$ cat src/rtl/fp16_pkg.sv
// Shared binary16 constants, state encoding and operand classification for the fp16 blocks.
package fp16_pkg;

  localparam int unsigned BIAS      = 15;
  localparam logic [15:0] FP16_INF  = 16'h7C00;
  localparam logic [15:0] FP16_NAN  = 16'h7C01;
  localparam int unsigned DIV_STEPS = 13;

  typedef enum logic [1:0] {
    IDLE = 2'd0,
    DIV  = 2'd1,
    RND  = 2'd2
  } state_t;

  typedef struct packed {
    logic zero;
    logic inf;
    logic nan;
  } fp16_class_t;

  // Exponent field 0 is treated as zero: subnormal inputs are flushed.
  function automatic fp16_class_t classify(input logic [15:0] x);
    fp16_class_t c;
    c.zero = (x[14:10] == 5'd0);
    c.inf  = (x[14:10] == 5'd31) && (x[9:0] == 10'd0);
    c.nan  = (x[14:10] == 5'd31) && (x[9:0] != 10'd0);
    return c;
  endfunction

endpackage

$ cat src/rtl/fp16_divider_if.sv
// Request/result bundle between a divider client and fp16_divider.
interface fp16_divider_if;
  logic        start;
  logic [15:0] A;
  logic [15:0] B;
  logic        busy;
  logic        valid;
  logic [15:0] out;

  modport master (output start, output A, output B, input busy, input valid, input out);
  modport slave  (input start, input A, input B, output busy, output valid, output out);
endinterface

$ cat src/rtl/fp16_classify.sv
// Classifies both operands and resolves the special-case quotient combinationally.
import fp16_pkg::*;

module fp16_classify (
  input  logic [15:0] i_a,
  input  logic [15:0] i_b,
  output logic        o_special,
  output logic [15:0] o_result
);

  fp16_class_t w_cls_a;
  fp16_class_t w_cls_b;
  logic        w_sign;

  always_comb begin
    w_cls_a   = classify(i_a);
    w_cls_b   = classify(i_b);
    w_sign    = i_a[15] ^ i_b[15];
    o_special = 1'b1;
    o_result  = '0;
    // Priority matters: 0/0 and inf/inf must yield NaN before the x/0 and 0/x rules.
    if (w_cls_a.nan || w_cls_b.nan ||
        (w_cls_a.zero && w_cls_b.zero) || (w_cls_a.inf && w_cls_b.inf)) begin
      o_result = FP16_NAN;
    end else if (w_cls_b.zero || w_cls_a.inf) begin
      o_result = {w_sign, FP16_INF[14:0]};
    end else if (w_cls_a.zero || w_cls_b.inf) begin
      o_result = {w_sign, 15'h0000};
    end else begin
      o_special = 1'b0;
    end
  end

endmodule

$ cat src/rtl/fp16_divider.sv
// Sequential binary16 divider: 13 restoring steps through one shared subtractor, then RNE rounding.
import fp16_pkg::*;

module fp16_divider (
  input  logic           CLK,
  input  logic           RESETn,
  fp16_divider_if.slave  bus
);

  state_t             r_state;
  logic               r_sign;
  logic [4:0]         r_ea;
  logic [4:0]         r_eb;
  logic [10:0]        r_mb;
  logic [11:0]        r_r;
  logic [12:0]        r_q;
  logic [3:0]         r_count;
  logic               r_valid;
  logic [15:0]        r_out;

  logic               w_special;
  logic [15:0]        w_special_res;
  logic [12:0]        w_diff;
  logic               w_ge;
  logic [9:0]         w_mant;
  logic               w_guard;
  logic               w_sticky;
  logic               w_adj;
  logic               w_inc;
  logic [10:0]        w_mant_rnd;
  logic signed [6:0]  w_exp;
  logic [15:0]        w_result;

  fp16_classify u_classify (
    .i_a       (bus.A),
    .i_b       (bus.B),
    .o_special (w_special),
    .o_result  (w_special_res)
  );

  assign w_diff = {1'b0, r_r} - {2'b00, r_mb};
  assign w_ge   = ~w_diff[12];

  always_comb begin
    if (r_q[12]) begin
      w_mant   = r_q[11:2];
      w_guard  = r_q[1];
      w_sticky = r_q[0] | (r_r != '0);
      w_adj    = 1'b0;
    end else begin
      w_mant   = r_q[10:1];
      w_guard  = r_q[0];
      w_sticky = (r_r != '0);
      w_adj    = 1'b1;
    end
    w_inc      = w_guard & (w_sticky | w_mant[0]);
    w_mant_rnd = {1'b0, w_mant} + 11'(w_inc);
    // Seven signed bits cover both underflow (down to -15) and overflow (up to 45).
    w_exp      = 7'(r_ea) - 7'(r_eb) + 7'(BIAS) - 7'(w_adj) + 7'(w_mant_rnd[10]);
    if (w_exp >= 7'sd31) begin
      w_result = {r_sign, FP16_INF[14:0]};
    end else if (w_exp <= 7'sd0) begin
      w_result = {r_sign, 15'h0000};
    end else begin
      w_result = {r_sign, w_exp[4:0], w_mant_rnd[9:0]};
    end
  end

  always_ff @(posedge CLK or negedge RESETn) begin
    if (!RESETn) begin
      r_state <= IDLE;
      r_sign  <= 1'b0;
      r_ea    <= '0;
      r_eb    <= '0;
      r_mb    <= '0;
      r_r     <= '0;
      r_q     <= '0;
      r_count <= '0;
      r_valid <= 1'b0;
      r_out   <= '0;
    end else begin
      r_valid <= 1'b0;
      unique case (r_state)
        IDLE: begin
          if (bus.start) begin
            r_sign <= bus.A[15] ^ bus.B[15];
            r_ea   <= bus.A[14:10];
            r_eb   <= bus.B[14:10];
            if (w_special) begin
              r_out   <= w_special_res;
              r_valid <= 1'b1;
            end else begin
              r_mb    <= {1'b1, bus.B[9:0]};
              r_r     <= {2'b01, bus.A[9:0]};
              r_q     <= '0;
              r_count <= '0;
              r_state <= DIV;
            end
          end
        end
        DIV: begin
          r_r     <= (w_ge ? w_diff[11:0] : r_r) << 1;
          r_q     <= {r_q[11:0], w_ge};
          r_count <= r_count + 4'd1;
          if (r_count == 4'(DIV_STEPS - 1)) begin
            r_state <= RND;
          end
        end
        RND: begin
          r_out   <= w_result;
          r_valid <= 1'b1;
          r_state <= IDLE;
        end
        default: r_state <= IDLE;
      endcase
    end
  end

  assign bus.busy  = (r_state != IDLE);
  assign bus.valid = r_valid;
  assign bus.out   = r_out;

endmodule

$ cat src/flat_wrapper.sv
// flat-port wrapper written by rule: the top's interface ports become plain ports
module fp16_divider_flat 
  (CLK, RESETn, bus_start, bus_A, bus_B, bus_busy, bus_valid, bus_out);
  fp16_divider_if bus_i ();
  input  logic CLK;
  input  logic RESETn;
  input wire logic [$bits(bus_i.start)-1:0] bus_start;
  input wire logic [$bits(bus_i.A)-1:0] bus_A;
  input wire logic [$bits(bus_i.B)-1:0] bus_B;
  output wire logic [$bits(bus_i.busy)-1:0] bus_busy;
  output wire logic [$bits(bus_i.valid)-1:0] bus_valid;
  output wire logic [$bits(bus_i.out)-1:0] bus_out;
  assign bus_i.start = bus_start;
  assign bus_i.A = bus_A;
  assign bus_i.B = bus_B;
  assign bus_busy = bus_i.busy;
  assign bus_valid = bus_i.valid;
  assign bus_out = bus_i.out;
  fp16_divider u_core (.CLK(CLK), .RESETn(RESETn), .bus(bus_i));
endmodule
$ cat config.mk
export PLATFORM = sky130hd
export DESIGN_NAME = fp16_divider_flat
export DESIGN_NICKNAME = d
export VERILOG_FILES = /design/src/rtl/fp16_pkg.sv /design/src/rtl/fp16_divider_if.sv /design/src/rtl/fp16_classify.sv /design/src/rtl/fp16_divider.sv /design/src/flat_wrapper.sv
export SDC_FILE = /design/constraint.sdc
export NUM_CORES = 1
export LEC_CHECK = 0
export CAP_MARGIN = 20
export CORE_UTILIZATION = 60
export DETAILED_ROUTE_END_ITERATION = 10
export PLACE_DENSITY = 0.85
export SYNTH_ARGS = -nofsm -noshare
export SYNTH_HDL_FRONTEND = slang
export SYNTH_SLANG_ARGS = --single-unit
export TNS_END_PERCENT = 1
$ cat constraint.sdc
create_clock -name CLK -period 7.55 [get_ports CLK]
set_clock_uncertainty 0.1 [all_clocks]
set_input_delay 1.1325 -clock CLK [delete_from_list [all_inputs] [get_ports CLK]]
set_output_delay 1.1325 -clock CLK [all_outputs]
set_load 0.02 [all_outputs]
* Word level (Yosys, flattened, before mapping)
Cells that the tools add are included.
** Word-level totals
- Register bits after elaboration :: 70
- Input bits :: 35
** Operators by class
- $add $sub $neg :: 7
- Magnitude comparators :: 2
- Equal/unequal tests :: 9
- Mux-type cells :: 32
- Bitwise logic cells :: 6
- Reductions and logical operators :: 27
** Operator list (number)
- 16-bit two-way mux :: 5
- 16-bit case mux with 2 select lines :: 1
- 15-bit two-way mux :: 2
- 13-bit two-way mux :: 2
- 13-bit case mux with 2 select lines :: 1
- 12-bit two-way mux :: 2
- 12-bit case mux with 2 select lines :: 1
- 10-bit logical NOT :: 2
- 10-bit nonzero test :: 2
- 12-bit by 11-bit subtractor with 13-bit output :: 1
- 3-bit AND reduction :: 4
- 12-bit nonzero test :: 1
- 10-bit by 1-bit adder with 11-bit output :: 1
- 11-bit two-way mux :: 1
- 5-bit equality test (second input constant) :: 2
- 5-bit logical NOT :: 2
- 10-bit two-way mux :: 1
- 1-bit two-way mux :: 8
- 4-bit two-way mux :: 2
- 4-bit case mux with 2 select lines :: 1
- 7-bit by 1-bit adder with 7-bit output :: 1
- 7-bit by 4-bit adder with 7-bit output (second input constant) :: 1
- 7-bit by 6-bit >= comparator with 1-bit output (second input constant) :: 1
- 7-bit by 1-bit less-or-equal comparator with 1-bit output (second input constant) :: 1
- 20 further kinds :: 37

* Logic depth before layout (Yosys ltp)
Gate-level depths: netlist of run 1.
- Word-level depth :: 11
- Mapped depth :: 19

* Modules after synthesis
From an unflattened synthesis of run 1, not the netlist that was laid out.
** Second synthesis, totals
- Cell total of the unflattened synthesis :: 518
- Area total of the unflattened synthesis :: 4668.2 um2
** By module, submodules not included
- fp16_divider :: instances 1, cells an instance 479, area an instance 4391.7 um2, sequential area each 1751.7 um2
- fp16_classify :: instances 1, cells an instance 39, area an instance 276.5 um2, sequential area each 0.0 um2

* Worst setup path after synthesis of run 1
OpenSTA, ideal clock, no wires.
- Kind :: register -> register
- From :: register u_core.r_q[12]
- To :: register u_core.r_out[9], in the netlist u_core.bus.out[9]
- Setup time :: 68 ps
- Arrival time :: 3812 ps
- Slack :: 3570 ps
- Cell stages (with the launch flop) :: 18
- Path buffers :: 2
- Clock period less this slack :: 3980 ps
- Path through :: dfrtp_1 clkbuf_1 clkbuf_1 nand2_1 a21boi_0 ha_1 nand3_1 nor2_1 and3_1 and3_1 fa_1 ha_1 inv_1 fa_1 xnor2_1 and4b_1 a2111oi_4 a32o_1
** Between the ends
- Longest elaborated chain between the ends :: 9
- Elaborated cells on any way between the ends :: 14
- Those cells by class :: add/sub (3); order compare (2); mux (7); bitwise (2)
** RTL lines
- start: declaration :: RTL line fp16_divider.sv:16 : logic [12:0] r_q;
- start signal: assignment :: RTL line fp16_divider.sv:103 : r_q <= {r_q[11:0], w_ge};
- 1-bit two-way mux / 10-bit two-way mux (equally long branches) :: RTL line fp16_divider.sv:45 : if (r_q[12]) begin
- 1-bit bitwise OR :: RTL line fp16_divider.sv:56 : w_inc = w_guard & (w_sticky | w_mant[0]);
- 1-bit bitwise AND :: RTL line fp16_divider.sv:56
- 10-bit by 1-bit adder with 11-bit output :: RTL line fp16_divider.sv:57 : w_mant_rnd = {1'b0, w_mant} + 11'(w_inc);
- 7-bit by 1-bit adder with 7-bit output :: RTL line fp16_divider.sv:59 : w_exp = 7'(r_ea) - 7'(r_eb) + 7'(BIAS) - 7'(w_adj) + 7'(w_mant_rnd[10]);
- 7-bit by 1-bit less-or-equal comparator with 1-bit output :: RTL line fp16_divider.sv:62 : end else if (w_exp <= 7'sd0) begin
- 15-bit two-way mux :: RTL line fp16_divider.sv:62
- 15-bit two-way mux * :: RTL line fp16_divider.sv:60 : if (w_exp >= 7'sd31) begin
- 16-bit case mux with 2 select lines * :: RTL line fp16_divider.sv:83 : unique case (r_state)
- end signal: assignment :: RTL line fp16_divider.sv:90 : r_out <= w_special_res;
- end signal: assignment :: RTL line fp16_divider.sv:110 : r_out <= w_result;
- end: declaration :: RTL line fp16_divider.sv:19 : logic [15:0] r_out;
Mark *: on every way between the ends. The rest lies on a longest branch, timed or not.
A chain may end at the register's enable or synchronous reset.

* Worst setup path in the final report of run 1
Ends and elaborated chain as after synthesis.

==> results of run 1 <==
==> registers in the layout, indices dropped and copies added (netlist names) <==
register,flops
u_core.r_q,13
u_core.bus.valid,1
u_core.r_count,4
u_core.r_r,12
u_core.r_sign,1
u_core.r_eb,5
u_core.r_mb,11
u_core.r_ea,5
u_core.r_state,2
u_core.bus.out,16
==> worst min-delay path: cells and delay by family, from the launching register on <==
kind	cells	cell delay, ns
buffers and inverters	1	0.05
DFF	1	0.32
and+or+nand+nor	1	0.05
==> stage by stage <==
step | instance area, sq um | util (%) | hold WS [ns]
finish | 5330 | 73.5 | 0.351
global route | 5330 | 73.5 | 0.384
CTS | 5320 | 73.3 | 0.356
detailed placement | 5110 | 70.5 | 0.340
global placement | 5110 | 70.5 | 0.330
floorplan | 4520 | - | 0.318
==> power by group through the flow <==
stage | Combinational, mW | Sequential [mW] | Clock, mW
floorplan | 1.47 | 0.682 | 0
global placement | 1.81 | 0.695 | 0
detailed placement | 1.88 | 0.704 | 0
CTS | 1.89 | 0.696 | 0.312
global route | 2.11 | 0.724 | 0.328
finish | 1.92 | 0.701 | 0.312
==> layer usage <==
metal  wire, um  part of all wire, %  vias up
li1           -                    -     1881
met2       5180                   49      122
met1       4620                   43     1930
met5          0                    0        -
met4        350                  3.3        0
met3        521                  4.9       30
==> worst paths after layout <==
kind,startpoint,endpoint,slack [ns],cells past startpoint
min,u_core.r_mb[10],u_core.r_mb[10],0.35,2
max in group asynchronous,RESETn,u_core.r_r[9],5.85,2
min in group asynchronous,RESETn,u_core.r_q[6],0.88,2
max,u_core.r_q[12],u_core.bus.out[9],3.07,15
min reg2reg,u_core.r_mb[10],u_core.r_mb[10],0.35,2
max reg2reg,u_core.r_q[12],u_core.bus.out[9],3.07,15
==> cell type report <==
cell class / instances / share of cell area [%]
well taps: 99 / 2.32
multi-input cells: 377 / 48.1
flip-flops and latches: 70 / 32.9
inverters: 38 / 2.68
repair buffers: 55 / 10.2
clock buffers: 13 / 2.98
clock inverters: 3 / 0.798
==> logic make-up after synthesis <==
group	count (synthesis)	synth area share, %
simple gates	186	21.2
flops	70	38.7
compound gates	134	21.2
buf+inv	53	4.54
mux	8	1.80
fa+ha+maj	27	8.13
xor+xnor	22	4.43
==> cell usage after synthesis, types with 3 or more instances <==
cell type  number  area share [%]
nand2_1        81             6.7
dfrtp_1        70              39
inv_1          37             3.1
o21ai_0        37             4.1
ha_1           23             6.4
a21oi_1        22             2.4
nor2_1         19             1.6
nand3_1        17             1.9
xnor2_1        15             2.9
nand2b_1       12             1.7
clkbuf_1       10            0.83
a22o_1          8             1.5
a31oi_1         7            0.97
mux2i_1         7             1.5
nor4_1          7            0.97
and3_1          6            0.83
nor2b_1         6            0.83
o22ai_1         6            0.83
o31ai_1         6             1.0
xor2_1          6             1.2
buf_2           5            0.55
o211ai_1        5            0.83
or3_1           5            0.69
a21o_1          4            0.66
fa_1            4             1.8
nand4_1         4            0.55
nor2_2          4            0.55
nor2_4          4             1.0
nor3_1          4            0.44
o21ai_1         4            0.44
a211oi_1        3            0.50
a22oi_1         3            0.50
o21bai_1        3            0.50
or2_2           3            0.41
or4_1           3            0.50
==> cells in the final DEF, fill, tap and decap left out, types with 7 or more instances in the layout <==
master / instances
a21oi_1: 22
nand3_1: 17
clkdlybuf4s50_1: 51
nand2_1: 81
inv_1: 37
dfrtp_1: 70
xnor2_1: 15
nor4_1: 7
ha_1: 23
a31oi_1: 7
mux2i_1: 7
clkbuf_8: 11
nor2_1: 19
nand2b_1: 12
a22o_1: 8
o21ai_0: 37
==> implementation parameters, run 1 <==
Parameter                              Value

Outcome
  Result of the run    complete, no violations

Critical path
  Cell-by-cell trace of the critical path    nand2_1 -> a21boi_0 -> ha_1 -> nand3_1 -> nor2_1 -> and3_1 -> and3_1 -> fa_1 -> ha_1 -> inv_1 -> fa_1 -> xnor2_1 -> and4b_1 -> a2111oi_4 -> a32o_1
  Biggest cell delay along the critical path    0.89 ns
  Kind of start point of the critical path    flip-flop
  Critical-path cell with the highest stage delay    dfrtp_1
  Critical Setup Path Class    flip-flop to flip-flop
  Top Family by Delay on Critical Path    compound AO/OA/AOI/OAI gates
  Endpoint type of the worst setup path    flip-flop
  Buffers plus inverters on the worst setup path    1
  Critical-path maximum fanout    26
  WP data required    between 7 and 8 ns
  Critical path arrival    between 4 and 5 ns

Floorplanning
  Initial Util    between 60% and 70%
  Core area    7250 sq um
  Die Outline Area    7890 sq um
  Die H    88.8 um
  IO Count    53
  Number of placement rows    31
  Die span in x    88.8 um

Layout
  Share of cells above drive strength 1    8.99%
  Total area of multi-input combinational cells    2570 sq um
  Final Net Count    613
  Diodes inserted    0
  Filler-free cell count of the finished design    655
  Synthesis-to-finish area growth    17.9%
  Filler cell count    542
  Area used by sequential logic in the layout    1750 sq um

STA
  Max Freq    223 MHz
  Unrepaired setup endpoints after global routing    false
  PnR worst setup slack    around 3 ns
  Count of final max-slew check failures    0
  Post-route setup TNS    0 ns
  Final setup violation count    0
  Tightest Pin Transition    0.912 ns
  Hold violation total from the final report    0
  Max-Slew Margin vs Limit    39.2%
  Time the worst path needs with I/O delays and setup    roughly 4.5 ns
  Part of the cycle the worst path needs    59.4%

GRT
  Met3 demand-to-capacity share in global routing    4.48%
  Via count of the first global-routing pass    3798
  Global Route met1 Usage    between 30% and 40%
  Largest net degree at the start of global routing    71
  Wire length of the first global-routing pass    17.7 mm
  Initial antenna violation count    0
  Combined global-route utilization of all metal layers    29.4%
  Most crowded layer after global routing    met2
  Global-route track usage on met2    48.5%
  Total overflow reported by the global router    0

Clock tree
  Total clock buffers created by CTS    9
  Number of hold buffers added after CTS    0
  Longest Clk Path Bufs    2
  Root Buffer Master    clkbuf_8
  Insertion delay to the later sink of the worst-skew pair    approximately 0.35 ns
  CTS H-Tree Depth    3
  Resized Gates After CTS    0
  Count of buffers added by post-CTS timing repair for setup    0
  Sink count of the clock tree    70
  TritonCTS clock tree    built
  Clock-pin transition on the worst setup and hold timing paths    0.07 ns

Detailed routing
  Antenna Violating Nets Remaining    0
  Residual DRC count    0
  TritonRoute pass-1 iters    5
  Count of vias placed by the detailed router    3963
  Aggregate routed wire length    10.7 mm
  Initial drt markers    about 220
  Post-detailed-route wirelength per cell    16.3 um
  Average vias per placed instance    approximately 6.1

Place
  Number of buffers added on ports    52
  Cell count after placement    638
  Half-perimeter wire length after placement    approximately 7.9 mm
  Worst-case setup slack after placement    3.10 ns
  Final Wtd Congestion    0.912

Power
  Lkg Pwr    2.28 nW
  Switching component of the power    1.41 mW
  Switching fraction of total power    47.9%
  Reg power frac    23.9%
  Comb pwr share    approximately 66%
  Total power    2.93 mW
  Clock network fraction of total power    a little over a tenth
  Worst ir drop on vdd    0.000428 V
  Internal power component    1.53 mW
  PwrDens    between 500 and 600 nW/um^2

Worst hold path
  HP Class    flip-flop to flip-flop

Synth
  Synthesized netlist net count    562
  Synth Instances    500
  Cell area after synthesis    4520 sq um
  Most used DFF post-synth    dfrtp_1
  Netlist cell types    67
  Yosys warns    0
  Average footprint of a synthesized cell    9.05 sq um
  Post-synthesis async set-or-reset flop share    100%
  Synth Register Bits    70
  Share of the yosys chip area belonging to registers    approximately two fifths
  Number of synthesized flops with an enable pin    0

Job
  Max_cap viols    0
No activity file was read; power rests on OpenSTA's default activity.
==> run 2, diff against run 1 <==
CORE_UTILIZATION = 51   (was 60)
PLACE_DENSITY = 0.77   (was 0.85)
clock period = 3.8 ns   (was 7.55 ns; I/O delays follow)
==> run 2 against run 1 <==
  * Critical endpoint is now u_core.bus.out[2]
  * Worst setup slack worse by 3.0 ns
  * Clock power up 98%
  * First-iteration DRC count up 49%
==> implementation parameters, run 2 (synthesis results as in run 1) <==
Parameter                              Value

Outcome
  Result of the run    complete, no violations

STA
  Part of the cycle the worst path needs    98.1% (+39 points)
  Hold violation total from the final report    0 (unchanged)
  Tightest Pin Transition    0.749 ns (-0.162 ns)
  Final setup violation count    0 (unchanged)
  Count of final max-slew check failures    0 (unchanged)
  Max-Slew Margin vs Limit    49.9% (+11 points)
  Time the worst path needs with I/O delays and setup    3.73 ns (-0.756 ns)
  Max Freq    268 MHz (+20%)
  WHS    0.0833 ns (-0.268 ns)

GRT
  Combined global-route utilization of all metal layers    25.4% (-4.0 points)
  Largest net degree at the start of global routing    48 (-32%)
  Total overflow reported by the global router    0 (unchanged)
  Wire length of the first global-routing pass    17.8 mm (+0.75%)
  Via count of the first global-routing pass    3803 (+0.13%)
  Initial antenna violation count    0 (unchanged)

Critical path
  Critical-path maximum fanout    5 (-81%)
  Endpoint type of the worst setup path    flip-flop
  Reg2Reg Depth    16 (+1)
  Critical Setup Path Class    flip-flop to flip-flop
  WP data required    3.99 ns (-3.74 ns)
  Critical path arrival    3.92 ns (-0.74 ns)
  Kind of start point of the critical path    flip-flop

Layout
  Filler cell count    674 (+24%)
  Final Net Count    630 (+2.8%)
  Synthesis-to-finish area growth    21.7%
  Total area of multi-input combinational cells    2590 sq um (+0.88%)
  Diodes inserted    0 (unchanged)
  Max FFs per register    16 (unchanged)
  Commonest non-fill, non-tap cell in the layout    nand2_1
  Commonest non-fill, non-tap cells in the layout    81 x nand2_1, 70 x dfrtp_1, 51 x clkdlybuf4s50_1
  Area used by sequential logic in the layout    1750 sq um (unchanged)
  Filler-free cell count of the finished design    678 (+3.5%)
  Post-Route Utilization    65.7% (-7.8 points)
  Share of cells above drive strength 1    12.7% (+3.7 points)

Floorplanning
  Number of placement rows    33 (+6.5%)
  Core area    8380 sq um (+16%)
  Die H    96.2 um (+8.3%)
  Die span in x    96.2 um (+8.3%)
  Die Outline Area    9250 sq um (+17%)
  IO Count    53 (unchanged)
  Initial Util    54.0% (-8.4 points)

Power
  PwrDens    1130 nW/um^2 (+110%)
  Worst ir drop on vdd    0.000789 V (+84%)
  Lkg Pwr    2.37 nW (+4.3%)

Place
  Number of buffers added on ports    52 (unchanged)
  Cell count after placement    652 (+2.2%)
  Half-perimeter wire length after placement    8.29 mm (+4.9%)
  Final Wtd Congestion    0.911 (about the same)

Detailed routing
  Aggregate routed wire length    11.4 mm (+6.7%)
  Antenna Violating Nets Remaining    0 (unchanged)
  Count of vias placed by the detailed router    4031 (+1.7%)
  Average vias per placed instance    5.95 (-1.7%)
  Post-detailed-route wirelength per cell    16.8 um (+3.1%)
  Residual DRC count    0 (unchanged)
  Initial drt markers    330 (+49%)
  TritonRoute pass-1 iters    5 (unchanged)

Clock tree
  TritonCTS clock tree    built
  Longest Clk Path Bufs    2 (unchanged)
  Sink count of the clock tree    70 (unchanged)
  Root Buffer Master    clkbuf_8
  Clock-pin transition on the worst setup and hold timing paths    0.08 ns (about the same)
  Insertion delay to the later sink of the worst-skew pair    0.36 ns (about the same)
  CTS H-Tree Depth    3 (unchanged)
  Total clock buffers created by CTS    9 (unchanged)

Job
  Max_cap viols    0 (unchanged)

Worst hold path
  HP Class    primary input to asynchronous set/reset pin
[run 2: power breakdown]
part | leakage (nW) | internal [mW] | total, mW | switching [mW]
combinational | 1.41 | 1.88 | 4.21 | 2.33
clock | 0.0955 | 0.321 | 0.619 | 0.298
sequential | 0.873 | 1.08 | 1.38 | 0.301
total | 2.37 | 3.28 | 6.21 | 2.93
[run 2: final cells by class]
cell class / count / area share (%)
clock inverter: 5 / 1.07
inverter: 38 / 2.59
tap: 105 / 2.39
timing repair buffer: 72 / 12.5
multi-input combinational: 377 / 47.0
sequential: 70 / 31.8
clock buffer: 11 / 2.57
[run 2: timing repair]
action	4_1_cts	5_1_grt
buffers inserted	0	8
setup endpoints to repair	10	11
hold buffers	0	0
cloned	0	1
resized for setup	1	10
pin swaps	0	3
[run 2: path summary, 6_finish.rpt]
check                                 from                 to  slack (ns)
max                         u_core.r_q[12]  u_core.bus.out[2]        0.07
min                                 RESETn  u_core.bus.out[7]        0.08
max reg2reg                 u_core.r_q[12]  u_core.bus.out[2]        0.07
min reg2reg                u_core.r_mb[10]    u_core.r_mb[10]        0.37
max in group asynchronous           RESETn      u_core.r_r[4]        2.50
min in group CLK           u_core.r_mb[10]    u_core.r_mb[10]        0.37
[run 2: per-stage QoR]
stage | TNS (ns) | worst slack, ns | instance area, sq um | power, mW
detailed placement | -0.185 | -0.0519 | 5180 | 5.16
global route | -0.928 | -0.119 | 5500 | 6.66
global placement | 0 | 0.129 | 5180 | 5.03
floorplan | 0 | 0.0676 | 4530 | 4.27
CTS | 0 | 0.0617 | 5390 | 5.87
finish | 0 | 0.0709 | 5500 | 6.21
[run 2: layer usage]
metal / part of all wire (%) / vias up / track usage [%]
met5: 0 / - / 0
met4: 2.7 / 0 / 11.3
met3: 4.1 / 36 / 3.87
met2: 47 / 126 / 40.2
met1: 46 / 1955 / 34.5
li1: - / 1914 / -
[run 2: critical path: stages (launching register included)]
cell and delay [ns]:
dfrtp_1 0.44, nand2b_1 0.20, a21boi_1 0.18, ha_2 0.21, nand3_1 0.10, nor2_2 0.14, and3_1 0.20, and3_1 0.19
fa_1 0.17, ha_1 0.16, inv_1 0.06, fa_2 0.37, xnor2_2 0.17, and4b_1 0.23, a2111oi_4 0.41, buf_4 0.21
a22o_1 0.12
